[config.mk]
export PLATFORM = sky130hd
export DESIGN_NAME = unsigned_seq_multiplier_flat
export DESIGN_NICKNAME = d
export VERILOG_FILES = /design/src/rtl/unsigned_seq_multiplier_if.sv /design/src/rtl/unsigned_seq_multiplier.sv /design/src/flat_wrapper.sv
export SDC_FILE = /design/constraint.sdc
export NUM_CORES = 1
export LEC_CHECK = 0
export CELL_PAD_IN_SITES_DETAIL_PLACEMENT = 0
export CELL_PAD_IN_SITES_GLOBAL_PLACEMENT = 2
export CORE_MARGIN = 2
export CORE_UTILIZATION = 35
export DETAILED_ROUTE_END_ITERATION = 10
export GPL_TIMING_DRIVEN = 0
export PLACE_DENSITY_LB_ADDON = 0.3
export SLEW_MARGIN = 20
export SYNTH_ARGS = -nofsm -noshare
export SYNTH_HDL_FRONTEND = slang
export SYNTH_SLANG_ARGS = --single-unit
[constraint.sdc]
create_clock -name clk -period 8.49 [get_ports clk]
set_input_delay 2.547 -clock clk [delete_from_list [all_inputs] [get_ports clk]]
set_output_delay 2.547 -clock clk [all_outputs]
set_load 0.1 [all_outputs]
[src/rtl/unsigned_seq_multiplier_if.sv]
// Request/response bundle for the shift-add multiplier.
// The master side issues start and operands; the slave side returns status and product.
interface unsigned_seq_multiplier_if #(
    parameter int WIDTH = 32
);
    logic                 start;
    logic [WIDTH-1:0]     multiplicand_in;
    logic [WIDTH-1:0]     multiplier_in;
    logic                 busy;
    logic                 done;
    logic [2*WIDTH-1:0]   product_out;

    modport master (
        output start, multiplicand_in, multiplier_in,
        input  busy, done, product_out
    );

    modport slave (
        input  start, multiplicand_in, multiplier_in,
        output busy, done, product_out
    );
endinterface

[src/rtl/unsigned_seq_multiplier.sv]
// Sequential shift-right/add unsigned multiplier: WIDTH iterations per product,
// one-cycle done pulse, product held until the next accepted start.
module unsigned_seq_multiplier #(
    parameter int WIDTH = 32
) (
    input  logic                     clk,
    input  logic                     rst,
    unsigned_seq_multiplier_if.slave bus
);
    localparam int CNT_W = (WIDTH > 1) ? $clog2(WIDTH) : 1;

    typedef enum logic [1:0] {IDLE, CALC, DONE} state_t;

    state_t               state, state_nxt;
    logic [WIDTH-1:0]     mcand;
    logic [2*WIDTH:0]     prod;
    logic [2*WIDTH:0]     prod_nxt;
    logic [CNT_W-1:0]     cnt;
    logic [2*WIDTH-1:0]   product_q;
    logic [WIDTH:0]       sum;
    logic [WIDTH:0]       upper;
    logic                 last;
    logic                 busy;
    logic                 done;

    // Upper part carries its own carry bit so the add never loses the MSB
    // before the shift brings it down into the product.
    assign sum      = {1'b0, prod[2*WIDTH-1:WIDTH]} + {1'b0, mcand};
    assign upper    = prod[0] ? sum : prod[2*WIDTH:WIDTH];
    assign prod_nxt = {1'b0, upper, prod[WIDTH-1:1]};
    assign last     = (cnt == CNT_W'(WIDTH - 1));

    always_ff @(posedge clk or negedge rst) begin
        if (!rst) state <= IDLE;
        else      state <= state_nxt;
    end

    always_comb begin
        state_nxt = state;
        busy      = 1'b0;
        done      = 1'b0;
        case (state)
            IDLE: if (bus.start) state_nxt = CALC;
            CALC: begin
                busy = 1'b1;
                if (last) state_nxt = DONE;
            end
            DONE: begin
                done      = 1'b1;
                state_nxt = IDLE;
            end
            default: state_nxt = IDLE;
        endcase
    end

    always_ff @(posedge clk or negedge rst) begin
        if (!rst) begin
            mcand     <= '0;
            prod      <= '0;
            cnt       <= '0;
            product_q <= '0;
        end else begin
            case (state)
                IDLE: if (bus.start) begin
                    mcand <= bus.multiplicand_in;
                    prod  <= {1'b0, {WIDTH{1'b0}}, bus.multiplier_in};
                    cnt   <= '0;
                end
                CALC: begin
                    prod <= prod_nxt;
                    cnt  <= cnt + 1'b1;
                    if (last) product_q <= prod_nxt[2*WIDTH-1:0];
                end
                default: ;
            endcase
        end
    end

    assign bus.busy        = busy;
    assign bus.done        = done;
    assign bus.product_out = product_q;
endmodule

[src/flat_wrapper.sv]
// flat-port wrapper written by rule: the top's interface ports become plain ports
module unsigned_seq_multiplier_flat 
#(
    parameter int WIDTH = 32
)
  (clk, rst, bus_start, bus_multiplicand_in, bus_multiplier_in, bus_busy, bus_done, bus_product_out);
  unsigned_seq_multiplier_if #(.WIDTH(WIDTH)) bus_i ();
  input  logic clk;
  input  logic rst;
  input wire logic [$bits(bus_i.start)-1:0] bus_start;
  input wire logic [$bits(bus_i.multiplicand_in)-1:0] bus_multiplicand_in;
  input wire logic [$bits(bus_i.multiplier_in)-1:0] bus_multiplier_in;
  output wire logic [$bits(bus_i.busy)-1:0] bus_busy;
  output wire logic [$bits(bus_i.done)-1:0] bus_done;
  output wire logic [$bits(bus_i.product_out)-1:0] bus_product_out;
  assign bus_i.start = bus_start;
  assign bus_i.multiplicand_in = bus_multiplicand_in;
  assign bus_i.multiplier_in = bus_multiplier_in;
  assign bus_busy = bus_i.busy;
  assign bus_done = bus_i.done;
  assign bus_product_out = bus_i.product_out;
  unsigned_seq_multiplier #(.WIDTH(WIDTH)) u_core (.clk(clk), .rst(rst), .bus(bus_i));
endmodule
Yosys cells after proc, flatten, opt, wreduce, memory -nomap -nowiden --
Cells that the tools add are included.
Operators by class: eq/ne operators 5, reductions and logical operators 6, muxes and demuxes 10, $add $sub $neg 2
Operator list (count):
- $pmux W65 S2 | 1
- $mux W65 | 1
- $add A32 B32 Y33 | 1
- $mux W33 | 1
- $pmux W5 S2 | 1
- $reduce_and A2 Y1 | 4
- $add A5 B1 Y5 const B | 1
- $eq A5 B5 Y1 const B | 1
- $mux W5 | 1
- $mux W2 | 2
- $pmux W2 S2 | 1
- $eq A2 B1 Y1 const B | 1
- $eq A2 B2 Y1 const B | 1
- $logic_not A2 Y1 | 1
- $mux W1 | 2
- $ne A2 B1 Y1 const B | 1
- $ne A2 B2 Y1 const B | 1
- $reduce_bool A2 Y1 | 1
Word-level totals: register bits after elaboration 168, logic and storage cells 28

Depth between registers and ports, before layout --
depth in word-level cells 3, depth in mapped cells 11, depth with buffers taken out 11

Worst setup path before layout --
OpenSTA, ideal clock, no wires.
path kind reg2out, start register u_core.state[1], end output bus_busy, buffers on the path 2, slack 4.148 ns, cell stages (with the launch flop) 5, data arrival time 1.795 ns, data required time 5.943 ns, cells stage by stage dfrtp_1 -> nand2b_1 -> clkbuf_1 -> clkinv_1 -> clkbuf_1
On the way: cells in the longest elaborated chain, start to end 2
RTL lines:
- start: declaration | RTL line unsigned_seq_multiplier.sv:14 | state_t state, state_nxt;
- start signal: assignment | RTL line unsigned_seq_multiplier.sv:35 | else state <= state_nxt;
- $eq A2 B1 Y1 | RTL line unsigned_seq_multiplier.sv:42 | case (state)
- $mux W1 | RTL line unsigned_seq_multiplier.sv:42
- end: declaration | RTL line flat_wrapper.sv:13 | output wire logic [$bits(bus_i.busy)-1:0] bus_busy;
Every way passes these cells.

Worst setup path in the final report --
Ends and elaborated chain as after synthesis.

==> impl_summary.md <==
Drt
The violation count after the first detailed-routing iteration is 367. The post-detailed-route DRC marker count is 0. The average vias per placed instance is 5.02. The post-detailed-routing wire length is 24300 um. The detailed router placed 7316 vias in this run.

The antenna violation net count after detailed routing is 0. The total iterations of the first detailed-routing run is 5. After detailed routing, the average wire length per cell comes to 16.7 um.

Critical path
The kind of launch point of the worst setup path is a register. STA puts the critical path data arrival time at 3080 ps. The type of destination of the critical path is an output pin. The largest driver fanout on the critical path is 10. The worst endpoint required time is 5940 ps. The critical path is of the reg -> out type.

Global route
The leftover overflow at the end of global routing is 0. The initial antenna violation count is 0. Entering global routing, the biggest net connects 88 pins. Across every metal layer, demand over resource in global routing totals 19.6%. The number of global-route vias before repair came to 7486. The first global-routing pass estimated 40000 um of wire.

Outcome
The run finished with clean final reports.

Yosys
Of all flip-flops after synthesis, the portion carrying an async set or reset was 100%. A synthesized cell averages 8.84 um^2. The dominant synthesized flop cell is sky130_fd_sc_hd__dfrtp_1.

The synthesized flop and latch total is 167. The Yosys step of the flow raised 0 warnings. The number of flops mapped to enable cells by yosys is 0.

Sorting the synthesized cells by area gives the leading types as sky130_fd_sc_hd__dfrtp_1 49%, sky130_fd_sc_hd__nand2_1 14%, sky130_fd_sc_hd__ha_1 5.0%. After synthesis, the netlist uses 59 different library cells. The sequential cell area fraction in the yosys report is 48.8%. The area fraction of the dominant cell type after synthesis is 48.8%. The cell taking the most area after synthesis is sky130_fd_sc_hd__dfrtp_1. After synthesis, the most frequently instantiated cells are 308 x sky130_fd_sc_hd__nand2_1, 167 x sky130_fd_sc_hd__dfrtp_1, 62 x sky130_fd_sc_hd__o21ai_0, 51 x sky130_fd_sc_hd__clkbuf_1, 43 x sky130_fd_sc_hd__nand3_1.

When the netlist entered floorplanning its net count stood at 1070. In the synthesized netlist, the number of instances is 968. In this run the cell area of the synthesized design comes to 0.00856 mm^2.

In the post-synthesis netlist, the cell with the most instances is sky130_fd_sc_hd__nand2_1.

Cells and area
Compared with the post-synthesis result, the final layout area differs by 27.5%. Cells with a size suffix above 1 make up 4.15% of the layout. For this run, the number of standard cells in the final layout without fillers is 1457.

The count of nets after finishing is 1222. The final antenna diode count is 0. The sequential cell area in the final layout is 0.00418 mm^2. Counting the fill cells in the layout gives 2398. Summing all multi-input logic gate instances after layout gives 0.00409 mm^2.

Place
The number of placed instances, taps included, is 1425. The half-perimeter wire length after detailed placement is 17700 um. The placer congestion estimate is 0.833. During placement, the flow inserted port buffers numbering 132.

Timing
The final clock skew is 8.99 ps. For the pin with the worst max-slew slack, the measured transition is 1020 ps. The share of the cycle needed by the critical path after routing is 66.2%. The worst path needs 5620 ps of the cycle, external delays included. The final max-slew violation count is 0. Based on the critical path, the design can be clocked at up to 178 MHz. Setup repair after global routing left no endpoint under its margin. The headroom to the max-slew limit is 31.7%. The final setup violation count is 0.

The number of endpoints with negative hold slack in the final report is 0.

Clock tree
Counting along the longest clock path gives a buffer depth of 2. At the later pin of the worst-skew pair, clock insertion delay measures 430 ps. Once the clock tree was built, the setup fixing pass inserted 0 buffers. The clock-pin slew reported for the worst setup and hold paths after clock tree synthesis is 80 ps. The TritonCTS clock tree is yes.

The post-cts sizing count is 0. The tree built by TritonCTS fans out to 167 sinks. The H-tree level count is 4. The cell sitting at the root of the clock tree is a sky130_fd_sc_hd__clkbuf_16. The number of buffers inserted by hold repair at cts is 0. The number of clock buffers inserted by TritonCTS is 17.

Die
The floorplan has 57 rows. The height of the die is 160 um. The die covers 0.0257 mm^2. The count of pins on the block boundary is 133. The region available for standard cell placement spans 0.0242 mm^2.

The die outline width is 160 um. The effective utilization at floorplan is 35.4%.

Min path
In this run the worst hold path is classified as reg -> reg.

Run
The number of max-capacitance violations reported is 0.
worst paths after layout:
check | slack, ps | cells after the start | endpoint | startpoint
worst min-delay path | 480 | 2 | u_core.bus.product_out[23]$_DFFE_PN0P_ | u_core.bus.product_out[23]$_DFFE_PN0P_
min in group asynchronous | 2090 | 1 | u_core.bus.product_out[34]$_DFFE_PN0P_ | rst
worst max register to register | 5130 | 11 | u_core.bus.product_out[55]$_DFFE_PN0P_ | u_core.prod[32]$_DFFE_PN0P_
worst max-delay path | 2870 | 5 | bus_busy | u_core.state[1]$_DFFE_PN0P_
worst min register to register | 480 | 2 | u_core.bus.product_out[23]$_DFFE_PN0P_ | u_core.bus.product_out[23]$_DFFE_PN0P_
max in group asynchronous | 5540 | 2 | u_core.mcand[27]$_DFFE_PN0P_ | rst
kinds of logic (layout without fill, tap and decap cells):
| family | after synthesis | after routing | share of synthesized area [%] |
|---|---|---|---|
| AOI/OAI and AO/OA | 212 | 212 | 15.6 |
| xor gates and xnor gates | 23 | 23 | 2.35 |
| adders and majority gates | 35 | 35 | 5.20 |
| buffers and inverters | 78 | 243 | 3.45 |
| DFF | 167 | 167 | 48.8 |
| muxes | 25 | 25 | 2.92 |
| and+or+nand+nor | 428 | 428 | 21.7 |
through the flow:
step,cell area [um^2],hold WS (ps),setup WS (ps),utilization (%),TNS (ps)
2_1_floorplan,8560,449,4150,-,0
3_3_place_gp,10300,458,-2510,42.5,-415350
3_5_place_dp,10300,461,3310,42.7,0
4_1_cts,10900,480,2840,45.1,0
5_1_grt,10900,508,2720,45.1,0
6_report,10900,476,2870,45.1,0
routing by layer:
| layer | GRT usage [%] | share of wire [%] | vias to the layer above |
|---|---|---|---|
| met5 | 0 | 0 | - |
| met4 | 4.75 | 1.4 | 0 |
| met3 | 4.67 | 4.7 | 30 |
| met2 | 32.7 | 47 | 145 |
| met1 | 25.7 | 46 | 3513 |
| li1 | - | - | 3628 |
registers in the layout (all words and copies together) (netlist names):
name,cells
u_core.cnt,5
u_core.state,2
u_core.mcand,32
u_core.prod,64
u_core.bus.product_out,64
layout make-up:
type | count | share of cell area [%]
Inverter | 13 | 0.447
Multi-Input combinational cell | 723 | 37.4
Buffer | 65 | 2.26
Timing Repair Buffer | 133 | 12.4
Tap cell | 324 | 3.72
Clock inverter | 14 | 1.40
Clock buffer | 18 | 4.03
Sequential cell | 167 | 38.3
cell usage in the layout (no fill, tap or decap), types with 15 or more instances in the layout:
master,count
sky130_fd_sc_hd__a21o_1,23
sky130_fd_sc_hd__a21oi_1,34
sky130_fd_sc_hd__a22oi_1,31
sky130_fd_sc_hd__clkbuf_1,51
sky130_fd_sc_hd__clkbuf_16,17
sky130_fd_sc_hd__clkdlybuf4s50_1,131
sky130_fd_sc_hd__dfrtp_1,167
sky130_fd_sc_hd__ha_1,34
sky130_fd_sc_hd__mux2i_1,25
sky130_fd_sc_hd__nand2_1,308
sky130_fd_sc_hd__nand3_1,43
sky130_fd_sc_hd__nor2_1,17
sky130_fd_sc_hd__o21ai_0,62
sky130_fd_sc_hd__o21ai_1,20
sky130_fd_sc_hd__xnor2_1,15
critical path: stages, from the launching register on:
cell	delay, ps
sky130_fd_sc_hd__dfrtp_1	380
sky130_fd_sc_hd__nand2b_1	140
sky130_fd_sc_hd__clkbuf_1	220
sky130_fd_sc_hd__clkinv_1	180
sky130_fd_sc_hd__clkbuf_1	480
sky130_fd_sc_hd__clkdlybuf4s50_1	1250
Power is left out: the tool's default activity adds up to more than one toggle a clock period on the data nets, which glitch-free logic cannot reach.
